--- config.mk ---
export PLATFORM = sky130hd
export DESIGN_NAME = multi_channel_reader
export DESIGN_NICKNAME = d
export VERILOG_FILES = /design/src/rtl/multi_channel_reader.sv
export SDC_FILE = /design/constraint.sdc
export NUM_CORES = 1
export LEC_CHECK = 0
export CAP_MARGIN = 0
export CORE_AREA = 2 2 555 557
export CTS_CLUSTER_SIZE = 14
export DETAILED_ROUTE_END_ITERATION = 6
export DIE_AREA = 0 0 557 559
export PLACE_DENSITY = 0.3
export SLEW_MARGIN = 5
export SYNTH_ARGS = -nofsm -noshare
export SYNTH_HDL_FRONTEND = slang
export SYNTH_SLANG_ARGS = --single-unit
--- constraint.sdc ---
create_clock -name data_clk -period 5.5 [get_ports data_clk]
set_input_delay 1.375 -clock data_clk [delete_from_list [all_inputs] [get_ports data_clk]]
set_output_delay 1.375 -clock data_clk [all_outputs]
set_load 0.005 [all_outputs]
--- src/rtl/multi_channel_reader.sv ---
// Sequences several memory regions, in index order, onto one AXI4 read port and one AXI4-Stream.
// Cacheable channels whose key matches the previous run are skipped.
module multi_channel_reader #(
    parameter int unsigned                 C_M_AXI_ADDR_WIDTH = 64,
    parameter int unsigned                 C_M_AXI_DATA_WIDTH = 512,
    parameter int unsigned                 C_XFER_SIZE_WIDTH  = 32,
    parameter int unsigned                 C_NUM_CHANNELS     = 2,
    parameter int unsigned                 C_BURST_LEN        = 64,
    parameter int unsigned                 C_MAX_OUTSTANDING  = 8,
    parameter logic [C_NUM_CHANNELS-1:0]   C_CACHE_MASK       = 'b01,
    localparam int unsigned TW = (C_NUM_CHANNELS > 1) ? $clog2(C_NUM_CHANNELS) : 1
) (
    input  logic                                         data_clk,
    input  logic                                         data_rst_n,
    input  logic                                         ctrl_start,
    output logic                                         ctrl_done,
    output logic                                         ctrl_busy,
    input  logic [64*C_NUM_CHANNELS-1:0]                 ch_key,
    input  logic [C_M_AXI_ADDR_WIDTH*C_NUM_CHANNELS-1:0] ch_addr,
    input  logic [C_XFER_SIZE_WIDTH*C_NUM_CHANNELS-1:0]  ch_size,
    output logic                                         m_axi_arvalid,
    input  logic                                         m_axi_arready,
    output logic [C_M_AXI_ADDR_WIDTH-1:0]                m_axi_araddr,
    output logic [7:0]                                   m_axi_arlen,
    input  logic                                         m_axi_rvalid,
    output logic                                         m_axi_rready,
    input  logic [C_M_AXI_DATA_WIDTH-1:0]                m_axi_rdata,
    input  logic                                         m_axi_rlast,
    output logic                                         m_axis_tvalid,
    input  logic                                         m_axis_tready,
    output logic [C_M_AXI_DATA_WIDTH-1:0]                m_axis_tdata,
    output logic                                         m_axis_tlast,
    output logic [TW-1:0]                                m_axis_ttype
);

    localparam int unsigned AW  = C_M_AXI_ADDR_WIDTH;
    localparam int unsigned XW  = C_XFER_SIZE_WIDTH;
    localparam int unsigned BB  = C_M_AXI_DATA_WIDTH / 8;
    localparam int unsigned LBB = $clog2(BB);
    localparam int unsigned CW  = $clog2(C_NUM_CHANNELS + 1);
    localparam int unsigned OW  = $clog2(C_MAX_OUTSTANDING + 1);

    typedef enum logic [1:0] {StIdle, StSelect, StRun, StDone} state_e;

    state_e                    r_state, w_state_next;
    logic [AW-1:0]             r_base [C_NUM_CHANNELS];
    logic [XW-1:0]             r_beats [C_NUM_CHANNELS];
    logic [63:0]               r_key [C_NUM_CHANNELS];
    logic [C_NUM_CHANNELS-1:0] r_key_valid, r_skip;
    logic [CW-1:0]             r_cur;
    logic [AW-1:0]             r_req_addr;
    logic [XW-1:0]             r_req_rem, r_beats_cur, r_beat_cnt;
    logic [OW-1:0]             r_outstanding;

    logic                      w_found, w_run, w_arvalid, w_ar_hs, w_r_hs, w_last_beat;
    logic [TW-1:0]             w_sel_idx;
    logic [12:0]               w_to4k_bytes;
    logic [XW-1:0]             w_to4k_beats, w_burst;

    // Lowest unskipped channel at or above the current index
    always_comb begin
        w_found   = 1'b0;
        w_sel_idx = '0;
        for (int i = int'(C_NUM_CHANNELS) - 1; i >= 0; i--) begin
            if (CW'(i) >= r_cur && !r_skip[i]) begin
                w_found   = 1'b1;
                w_sel_idx = TW'(i);
            end
        end
    end

    assign w_run        = (r_state == StRun);
    assign w_to4k_bytes = 13'h1000 - {1'b0, r_req_addr[11:0]};
    assign w_to4k_beats = XW'(w_to4k_bytes >> LBB);

    always_comb begin
        w_burst = r_req_rem;
        if (w_burst > XW'(C_BURST_LEN)) w_burst = XW'(C_BURST_LEN);
        if (w_burst > w_to4k_beats)     w_burst = w_to4k_beats;
    end

    assign w_arvalid   = w_run && (r_req_rem != '0) && (r_outstanding < OW'(C_MAX_OUTSTANDING));
    assign w_ar_hs     = w_arvalid && m_axi_arready;
    assign w_r_hs      = m_axi_rvalid && m_axis_tready && w_run;
    assign w_last_beat = (r_beat_cnt == r_beats_cur - XW'(1));

    assign m_axi_arvalid = w_arvalid;
    assign m_axi_araddr  = w_arvalid ? r_req_addr : '0;
    assign m_axi_arlen   = w_arvalid ? 8'(w_burst - XW'(1)) : '0;
    assign m_axi_rready  = m_axis_tready && w_run;
    assign m_axis_tvalid = m_axi_rvalid && w_run;
    assign m_axis_tdata  = m_axi_rdata;
    assign m_axis_tlast  = m_axis_tvalid && w_last_beat;
    assign m_axis_ttype  = w_run ? r_cur[TW-1:0] : '0;
    assign ctrl_done     = (r_state == StDone);
    assign ctrl_busy     = (r_state != StIdle);

    always_ff @(posedge data_clk or negedge data_rst_n) begin
        if (!data_rst_n) r_state <= StIdle;
        else             r_state <= w_state_next;
    end

    always_comb begin
        w_state_next = r_state;
        case (r_state)
            StIdle:   if (ctrl_start) w_state_next = StSelect;
            StSelect: w_state_next = w_found ? StRun : StDone;
            StRun:    if (w_r_hs && w_last_beat) w_state_next = StSelect;
            StDone:   w_state_next = StIdle;
            default:  w_state_next = StIdle;
        endcase
    end

    always_ff @(posedge data_clk or negedge data_rst_n) begin
        if (!data_rst_n) begin
            for (int i = 0; i < int'(C_NUM_CHANNELS); i++) begin
                r_base[i]  <= '0;
                r_beats[i] <= '0;
                r_key[i]   <= '0;
            end
            r_key_valid   <= '0;
            r_skip        <= '0;
            r_cur         <= '0;
            r_req_addr    <= '0;
            r_req_rem     <= '0;
            r_beats_cur   <= '0;
            r_beat_cnt    <= '0;
            r_outstanding <= '0;
        end else begin
            case (r_state)
                StIdle: if (ctrl_start) begin
                    r_cur      <= '0;
                    r_beat_cnt <= '0;
                    for (int i = 0; i < int'(C_NUM_CHANNELS); i++) begin
                        r_base[i]  <= ch_addr[i*AW +: AW] & ~AW'(BB - 1);
                        r_beats[i] <= ch_size[i*XW +: XW] >> LBB;
                        // Skip test uses the key stored by the previous run
                        r_skip[i]  <= ((ch_size[i*XW +: XW] >> LBB) == '0) ||
                                      (C_CACHE_MASK[i] && r_key_valid[i] &&
                                       (ch_key[i*64 +: 64] == r_key[i]));
                        if (C_CACHE_MASK[i]) begin
                            r_key[i]       <= ch_key[i*64 +: 64];
                            r_key_valid[i] <= 1'b1;
                        end
                    end
                end
                StSelect: if (w_found) begin
                    r_cur       <= CW'(w_sel_idx);
                    r_req_addr  <= r_base[w_sel_idx];
                    r_req_rem   <= r_beats[w_sel_idx];
                    r_beats_cur <= r_beats[w_sel_idx];
                    r_beat_cnt  <= '0;
                end
                StRun: begin
                    if (w_ar_hs) begin
                        r_req_addr <= r_req_addr + (AW'(w_burst) << LBB);
                        r_req_rem  <= r_req_rem - w_burst;
                    end
                    if (w_r_hs) begin
                        if (w_last_beat) begin
                            r_beat_cnt <= '0;
                            r_cur      <= r_cur + CW'(1);
                        end else begin
                            r_beat_cnt <= r_beat_cnt + XW'(1);
                        end
                    end
                end
                default: r_beat_cnt <= '0;
            endcase

            case ({w_ar_hs, w_r_hs && m_axi_rlast})
                2'b10:   r_outstanding <= r_outstanding + OW'(1);
                2'b01:   r_outstanding <= r_outstanding - OW'(1);
                default: r_outstanding <= r_outstanding;
            endcase
        end
    end

endmodule

; After elaboration in Yosys (flattened, before gate mapping)
; Cells that the tools add are included.
[op_classes]
n_reduce_logical = 30
n_bitwise = 1
n_mux = 35
n_eq_ne = 13
order_cmp = 6
addsub = 9
[ops]
columns = cell, n
row1 = $mux 64, 6
row2 = $mux 32, 10
row3 = $pmux 64 s2, 1
row4 = $pmux 32 s3, 1
row5 = $add 64x38->64, 1
row6 = $eq 64x64->1, 1
row7 = $logic_not 32->1, 2
row8 = $pmux 32 s2, 1
row9 = $add 32x1->32 const B, 1
row10 = $eq 32x32->1, 1
row11 = $gt 32x7->1, 1
row12 = $gt 32x7->1 const B, 1
row13 = $reduce_bool 32->1, 1
row14 = $sub 32x1->32 const B, 1
row15 = $sub 32x32->32, 1
row16 = $mux 26, 1
row17 = $logic_and 1x1->1, 13
row18 = $sub 13x12->13 const A, 1
row19 = $mux 2, 6
row20 = $mux 8, 1
row21 = $ne 2x1->1 const B, 4
row22 = $pmux 2 s4, 1
row23 = $pmux 4 s2, 1
row24 = $sub 8x1->8 const B, 1
row25 = other kinds (20), 35
[word_totals]
elab_cells = 108
inputBits = 839
regBits = 403

; Depth between registers and ports, before layout
; Gate-level depths: netlist of the first run.
[depth]
depth_word = 10
ltp_mapped = 25
depth_no_buf = 24

; Worst setup path after synthesis of the first run
; No wires, ideal clock.
[synth_timing]
path_kind = flip-flop to flip-flop
startpoint = register r_req_rem[31]
endpoint = register r_req_addr[52]
arrival_time_ps = 5266
setup_slack_ps = 98
stages_incl_launch_ff = 23
path_buffers = 1
path_cell_list = dfrtp_1 > nor4_1 > nand4_1 > nor4b_1 > ha_1 > nand3_1 > o221a_2 > a211oi_2 > a21oi_1 > inv_1 > ha_1 > inv_1 > fa_1 > nand2b_1 > a21oi_1 > o31ai_1 > a21oi_1 > o21ai_1 > o311a_1 > clkbuf_1 > nor4b_1 > mux2i_1 > a21oi_1
[synth_between]
elab_chain_cells = 7
elab_cells_between_ends = 13
[synth_lines]
columns = element, line
row1 = "start, declared", 52  ; logic [XW-1:0] r_req_rem, r_beats_cur, r_beat_cnt;
row2 = "start signal, assigned", 150  ; r_req_rem <= r_beats[w_sel_idx];
row3 = "start signal, assigned", 157  ; r_req_rem <= r_req_rem - w_burst;
row4 = $gt 32x7->1, 78  ; if (w_burst > XW'(C_BURST_LEN)) w_burst = XW'(C_BURST_LEN);
row5 = $mux 32, 78
row6 = $gt 32x7->1, 79  ; if (w_burst > w_to4k_beats) w_burst = w_to4k_beats;
row7 = $mux 32, 79
row8 = $add 64x38->64, 156  ; r_req_addr <= r_req_addr + (AW'(w_burst) << LBB);
row9 = $mux 64, 155  ; if (w_ar_hs) begin
row10 = $pmux 64 s2, 130  ; case (r_state)
row11 = "end signal, assigned", 149  ; r_req_addr <= r_base[w_sel_idx];
row12 = "end signal, assigned", 156
row13 = "end, declared", 51  ; logic [AW-1:0] r_req_addr;
; Several ways; a longest one is shown, not always the timed one. The select of a mux whose other input is x is not followed.
; A chain may end at the register's enable or synchronous reset.

; Final worst setup path of the first run
[layout_timing]
startpoint = register r_req_rem[1]
endpoint = output m_axi_arlen[5]
[layout_between]
elab_chain_cells = 6
elab_cells_between_ends = 9
[layout_lines]
columns = element, line
row1 = $gt 32x7->1, 78
row2 = $mux 32, 78
row3 = $gt 32x7->1, 79
row4 = $mux 32, 79
row5 = $sub 8x1->8, 89  ; assign m_axi_arlen = w_arvalid ? 8'(w_burst - XW'(1)) : '0;
row6 = $mux 8 *, 89
row7 = "end, declared", 24  ; output logic [7:0] m_axi_arlen,
; Mark *: on every way between the ends. The rest lies on a longest branch, timed or not.

==> flow_metrics.tcl, run 1 <==
set metrics [dict create \
    outcome "finished, violations left" \
    failed_checks "negative setup slack" \
    ctsHtreeMaxLevel 2 \
    min_period_ps 5690 \
    fp.dieH_um 559 \
    ys_ff_latch 391 \
    hold_depth 1 \
    crit_path_start_kind "register" \
    final-seq-area_sq_mm 0.00979 \
    track_usage_pct 13.2 \
    fin_crit_sh_pct 103 \
    ys.flop_type "dfrtp_1" \
    vias 20659 \
    die_w_um 557 \
    hpwl_um 190000 \
    crit_type "register to output pin" \
    routed_wl_um 214000 \
    vias_per_cell 2.95 \
    hold_class "register to register" \
    placed_area_sq_mm 0.0329 \
    setup_viol 5 \
    grt_pass1_vias 21006 \
    drcViolationCount 0 \
    end_kind "output pin" \
    avgRoutedWirePerCell_um 30.6 \
    cts_tree "done" \
    grt_antenna_before_repair 28 \
    finalWorstSetupSlack_ps -192 \
    p_leak_nw 13.5 \
    drv_cap 0 \
    synth_area_sq_mm 0.0272 \
    hold_violations 0 \
    design_area_sq_mm 0.0360 \
    cp.required_ps 4120 \
    ys_seq_area_share_pct 36.0 \
    synthCells 2846 \
    async_flop_share_pct 100 \
    numCtsBuffers 53 \
    yosysUniqueCellTypes 81 \
    final_cell_mix "dfrtp_1 (388), clkdlybuf4s50_1 (301), mux2_2 (266)" \
    io_pins 1430 \
    peakVddDrop_mv 0.339 \
    place.gp.congestion 0.924 \
    clockRootBuffer "clkbuf_16" \
    grt_pass1_wl_um 262000 \
    drv_slew 0 \
    dp_cells 6866 \
    drt_iter0_drc 831 \
    cts.sinks 391 \
    clk_path_buf_depth 3 \
    max_slew_margin_pct 4.93 \
    hold_buffers 0 \
    dieArea_sq_mm 0.311 \
    nFillCells 34980 \
    synth-edff-count 0 \
    port-buffer-count 311 \
    fmax_mhz 176 \
    syn_avg_cell_area_sq_um 9.56 \
    critical_path.max_fanout 4 \
    nNetsFinal 3788 \
    clk_latency_ps 690 \
    dr.pass1.iters 5 \
    drive_gt1_share_pct 25.4 \
    areaGrowthSynthToFinish_pct 32.2 \
    tightest_slew_ps 1420 \
    rsz0062_at_grt "true" \
    mostFrequentLayoutCell "dfrtp_1" \
    skew_ps 70.2 \
    path_clk_slew_ps 60 \
    grt_overflow 0 \
    grt_max_degree 124 \
    ant_nets 0 \
    crit_arrival_ps 4320 \
    final_cells 7006 \
    rows 203 \
    powerDensity_mw_per_mm2 583 \
    ff2ff_path_depth 26 \
    ys_warn_count 0 \
    start_util_pct 8.92 \
    multiInputGateArea_sq_mm 0.0141 \
    core_sq_mm 0.305 \
]
synthesized netlist by cell type, types with 14 or more instances:
cell,count,share of area (%)
a211oi_1,14,0.39
a21o_1,36,0.99
a21oi_1,148,2.7
and2_1,71,1.6
and3_1,29,0.67
buf_4,518,14
clkbuf_1,88,1.2
dfrtp_1,391,36
ha_1,85,3.9
inv_1,56,0.77
mux2_2,267,11
mux2i_1,79,2.9
nand2_1,129,1.8
nand2b_1,18,0.41
nand3_1,63,1.2
nand4_1,31,0.71
nor2_1,206,2.8
nor3_1,52,0.96
nor4_1,46,1.1
o211ai_1,14,0.39
o21ai_0,109,2.0
o22ai_1,21,0.48
xnor2_1,92,3.0
xor2_1,77,2.5
cell type report:
type                    count  area share, %
multi-input cells        1828           39.2
flip-flops and latches    391           27.2
well taps                4100           14.3
repair buffers            530           13.8
clock buffers              72           4.11
clock inverters            24          0.758
inverters                  57          0.612
diodes                      4         0.0278
where the power goes:
part	switching (mW)	internal (mW)	leakage [nW]
Clock	1.56	2.04	0.858
Sequential	1.01	4.25	4.69
Combinational	6.44	5.65	7.97
final timing paths:
path                                  start                to  slack, ps
hold / removal             r_outstanding[3]  r_outstanding[3]        470
hold reg to reg            r_outstanding[3]  r_outstanding[3]        470
max in group asynchronous        data_rst_n        r_base[35]       3770
min in group asynchronous        data_rst_n    r_req_addr[32]        750
setup reg to reg               r_req_rem[1]    r_req_addr[46]         40
setup / recovery               r_req_rem[1]    m_axi_arlen[5]       -190
flip-flops by register name, summed over array words and instances, names as in the netlist:
signal         flops
r_req_addr        58
r_beat_cnt        32
r_outstanding      4
r_state            2
r_key_valid        1
r_req_rem         32
r_cur              2
r_beats_cur       26
r_beats           52
r_base           116
r_skip             2
r_key             64
metal layers:
metal  share of wire [%]  up-vias  track usage, %
met3                  26      174            16.2
met2                  49     1305            23.0
li1                    -     9443               -
met4                 2.6       38            3.16
met5                0.26        -           0.772
met1                  22     9699            8.26
stage by stage:
step	util, %	total power [mW]	hold WS [ps]	TNS [ps]	setup slack [ps]
CTS	11.5	20.7	471	-2700	-274
global route	11.8	22.7	497	-6910	-431
detailed placement	10.8	16.4	458	-27520	-870
global placement	10.8	16.3	459	-29460	-873
floorplan	-	11.8	427	0	97.6
finish	11.8	20.9	465	-581	-192
cells by family (layout without fill, tap and decap cells):
family | Yosys count | count (layout) | synth area share, %
simple gates | 720 | 720 | 13.5
buf+inv | 681 | 683 | 16.6
compound gates | 447 | 448 | 10.2
flops | 391 | 391 | 36.0
mux | 348 | 348 | 14.0
xor+xnor | 169 | 169 | 5.44
fa+ha+maj | 88 | 88 | 4.13
other cells | 2 | 59 | 0.0276
worst max-delay path: stages, from the launching register on:
cell	delay (ps)
dfrtp_1	370
nor4_2	70
a21oi_1	650
nor3_4	40
buf_6	150
nand2_4	60
inv_4	40
ha_4	270
nand3_4	60
o221a_4	270
a211oi_4	320
buf_6	200
mux2i_4	280
buf_6	140
nand2_4	40
or3_4	380
a21oi_4	170
buf_6	130
what timing repair did:
action,CTS,global route
pin swaps,23,92
setup endpoints to repair,69,58
cloned,1,1
gates resized for setup,122,129
setup buffers,19,22
(Power assumes the default switching activity.)
==> run 2: changes to the inputs <==
- CTS_CLUSTER_DIAMETER: default -> 200
==> run 2 against run 1 <==
The run still ends with negative setup slack left; non-clock buffer count is 1 higher; global-route usage hardly changed; register-to-register slack better by 60 ps; clock-buffer cell count is 38 lower; clock power is 31% lower.
==> flow_metrics.tcl, run 2 (synthesis results as in run 1) <==
set metrics [dict create \
    wl_met2_um 105000 \
    hold_buffers 0 \
    grt_max_degree 124 \
    multiInputGateArea_sq_mm 0.0141 \
    hold_class "register to register" \
    largest_register "r_base" \
    ff2ff_path_depth 26 \
    grt_antenna_before_repair 28 \
    power_switching_mw 8.70 \
    fmax_mhz 179 \
    cts_tree "done" \
    tightest_slew_ps 1390 \
    crit_type "register to output pin" \
    p_int_mw 11.0 \
    drv_slew 0 \
    dr_wl_met3_um 56400 \
    drv_cap 0 \
    hold_violations 0 \
    cts.sinks 391 \
    vias_per_cell 2.94 \
    hold_ws_ps 469 \
    switching_share_pct 44.1 \
    grt_pass1_wl_um 262000 \
    areaGrowthSynthToFinish_pct 29.2 \
    p_leak_nw 13.1 \
    failed_checks "negative setup slack" \
    grt_pass1_vias 20727 \
    hold_depth 1 \
    nNetsFinal 3770 \
    routed.top_layer "met5" \
    outcome "finished, violations left" \
    wirelength_met1_um 47100 \
    ctsHtreeMaxLevel 2 \
    clk_path_buf_depth 3 \
    hpwl_um 190000 \
    numCtsBuffers 34 \
    mostFrequentLayoutCell "dfrtp_1" \
    critical_path.max_fanout 5 \
    port-buffer-count 311 \
    total_power_mw 19.7 \
    rows 203 \
    setup_viol 4 \
    dieArea_sq_mm 0.311 \
    place.gp.congestion 0.924 \
    dr.pass1.iters 5 \
    ant_nets 0 \
    nFillCells 35023 \
    vias 20428 \
    fin_crit_sh_pct 102 \
    track_usage_pct 13.2 \
    p_comb_share_pct 60.8 \
    powerDensity_mw_per_mm2 561 \
    crit_path_start_kind "register" \
    routed_wl_um 214000 \
    utilization_pct 11.5 \
    peakVddDrop_mv 0.315 \
    cp.required_ps 4120 \
    min_period_ps 5600 \
    setup_tns_ps -175 \
    avgRoutedWirePerCell_um 30.8 \
    drt_iter0_drc 884 \
    path_clk_slew_ps 80 \
    largest_reg_flops 116 \
    die_w_um 557 \
    start_util_pct 8.92 \
    final-seq-area_sq_mm 0.00979 \
    power_frac_seq_pct 26.6 \
    core_sq_mm 0.305 \
    rsz0062_at_grt "true" \
    grt_overflow 0 \
    clockRootBuffer "clkbuf_16" \
    io_pins 1430 \
    crit_arrival_ps 4220 \
    drcViolationCount 0 \
    pwr-share-clk_pct 12.6 \
    drive_gt1_share_pct 24.2 \
    finalWorstSetupSlack_ps -99.0 \
    skew_ps 78.2 \
    fp.dieH_um 559 \
    final_cell_mix "dfrtp_1 (388), clkdlybuf4s50_1 (301), mux2_2 (266)" \
    max_slew_margin_pct 7.23 \
    reg_top3 "r_base (116), r_key (64), r_req_addr (58)" \
    clk_latency_ps 640 \
    end_kind "output pin" \
]
## run 2: power by group through the flow
stage | logic [mW] | registers [mW] | clock network, mW
2_1_floorplan | 6.91 | 4.94 | 0
5_1_grt | 13.2 | 5.44 | 2.73
4_1_cts | 11.7 | 5.24 | 2.68
6_report | 12.0 | 5.24 | 2.48
3_5_place_dp | 11.1 | 5.28 | 0
3_3_place_gp | 11.1 | 5.24 | 0
## run 2: per-layer routing
metal	vias to the layer above	track usage, %
met4	38	2.77
met2	1289	23.1
met1	9592	8.31
met5	-	0.942
met3	149	16.1
li1	9360	-
## run 2: layout make-up
type | count | share of cell area, %
antenna | 4 | 0.0285
clock buffer | 34 | 2.42
clock inverter | 6 | 0.292
inverter | 57 | 0.627
multi-input combinational | 1828 | 40.0
sequential | 391 | 27.9
tap | 4100 | 14.6
timing repair buffer | 531 | 14.1
## run 2: stage by stage
stage	cell area, sq um	worst slack [ps]	instances
after global placement	32900	-873	6866
after global routing	35100	-356	6949
after floorplan	27400	97.6	2899
after detailed placement	32900	-870	6866
final	35100	-99.0	6951
after CTS	34500	-247	6927
## run 2: timing repair
item / 4_1_cts / 5_1_grt
setup buffers: 20 / 20
setup endpoints to repair: 70 / 61
gates resized for setup: 133 / 108
pin swaps: 24 / 62
cloned: 2 / 0
## run 2: worst max-delay path, cell delays in order (launching register included)
cell	delay, ps
dfrtp_1	420
nor4_4	320
nand3_2	120
buf_6	160
nor4b_4	260
buf_4	170
ha_4	140
nand3_4	70
o221a_4	270
a211oi_4	320
buf_6	190
mux2i_4	280
buf_6	140
nand2_4	40
or3_4	380
a21oi_4	160
buf_6	130
## run 2: final timing paths
path,from,endpoint,slack [ps]
worst max-delay path,r_req_rem[13],m_axi_arlen[5],-100
worst min-delay path,r_outstanding[3],r_outstanding[3],470
worst max register to register,r_req_rem[13],r_req_rem[31],100
worst min register to register,r_outstanding[3],r_outstanding[3],470
max in group asynchronous,data_rst_n,r_base[35],3720
min in group asynchronous,data_rst_n,r_req_rem[1],790
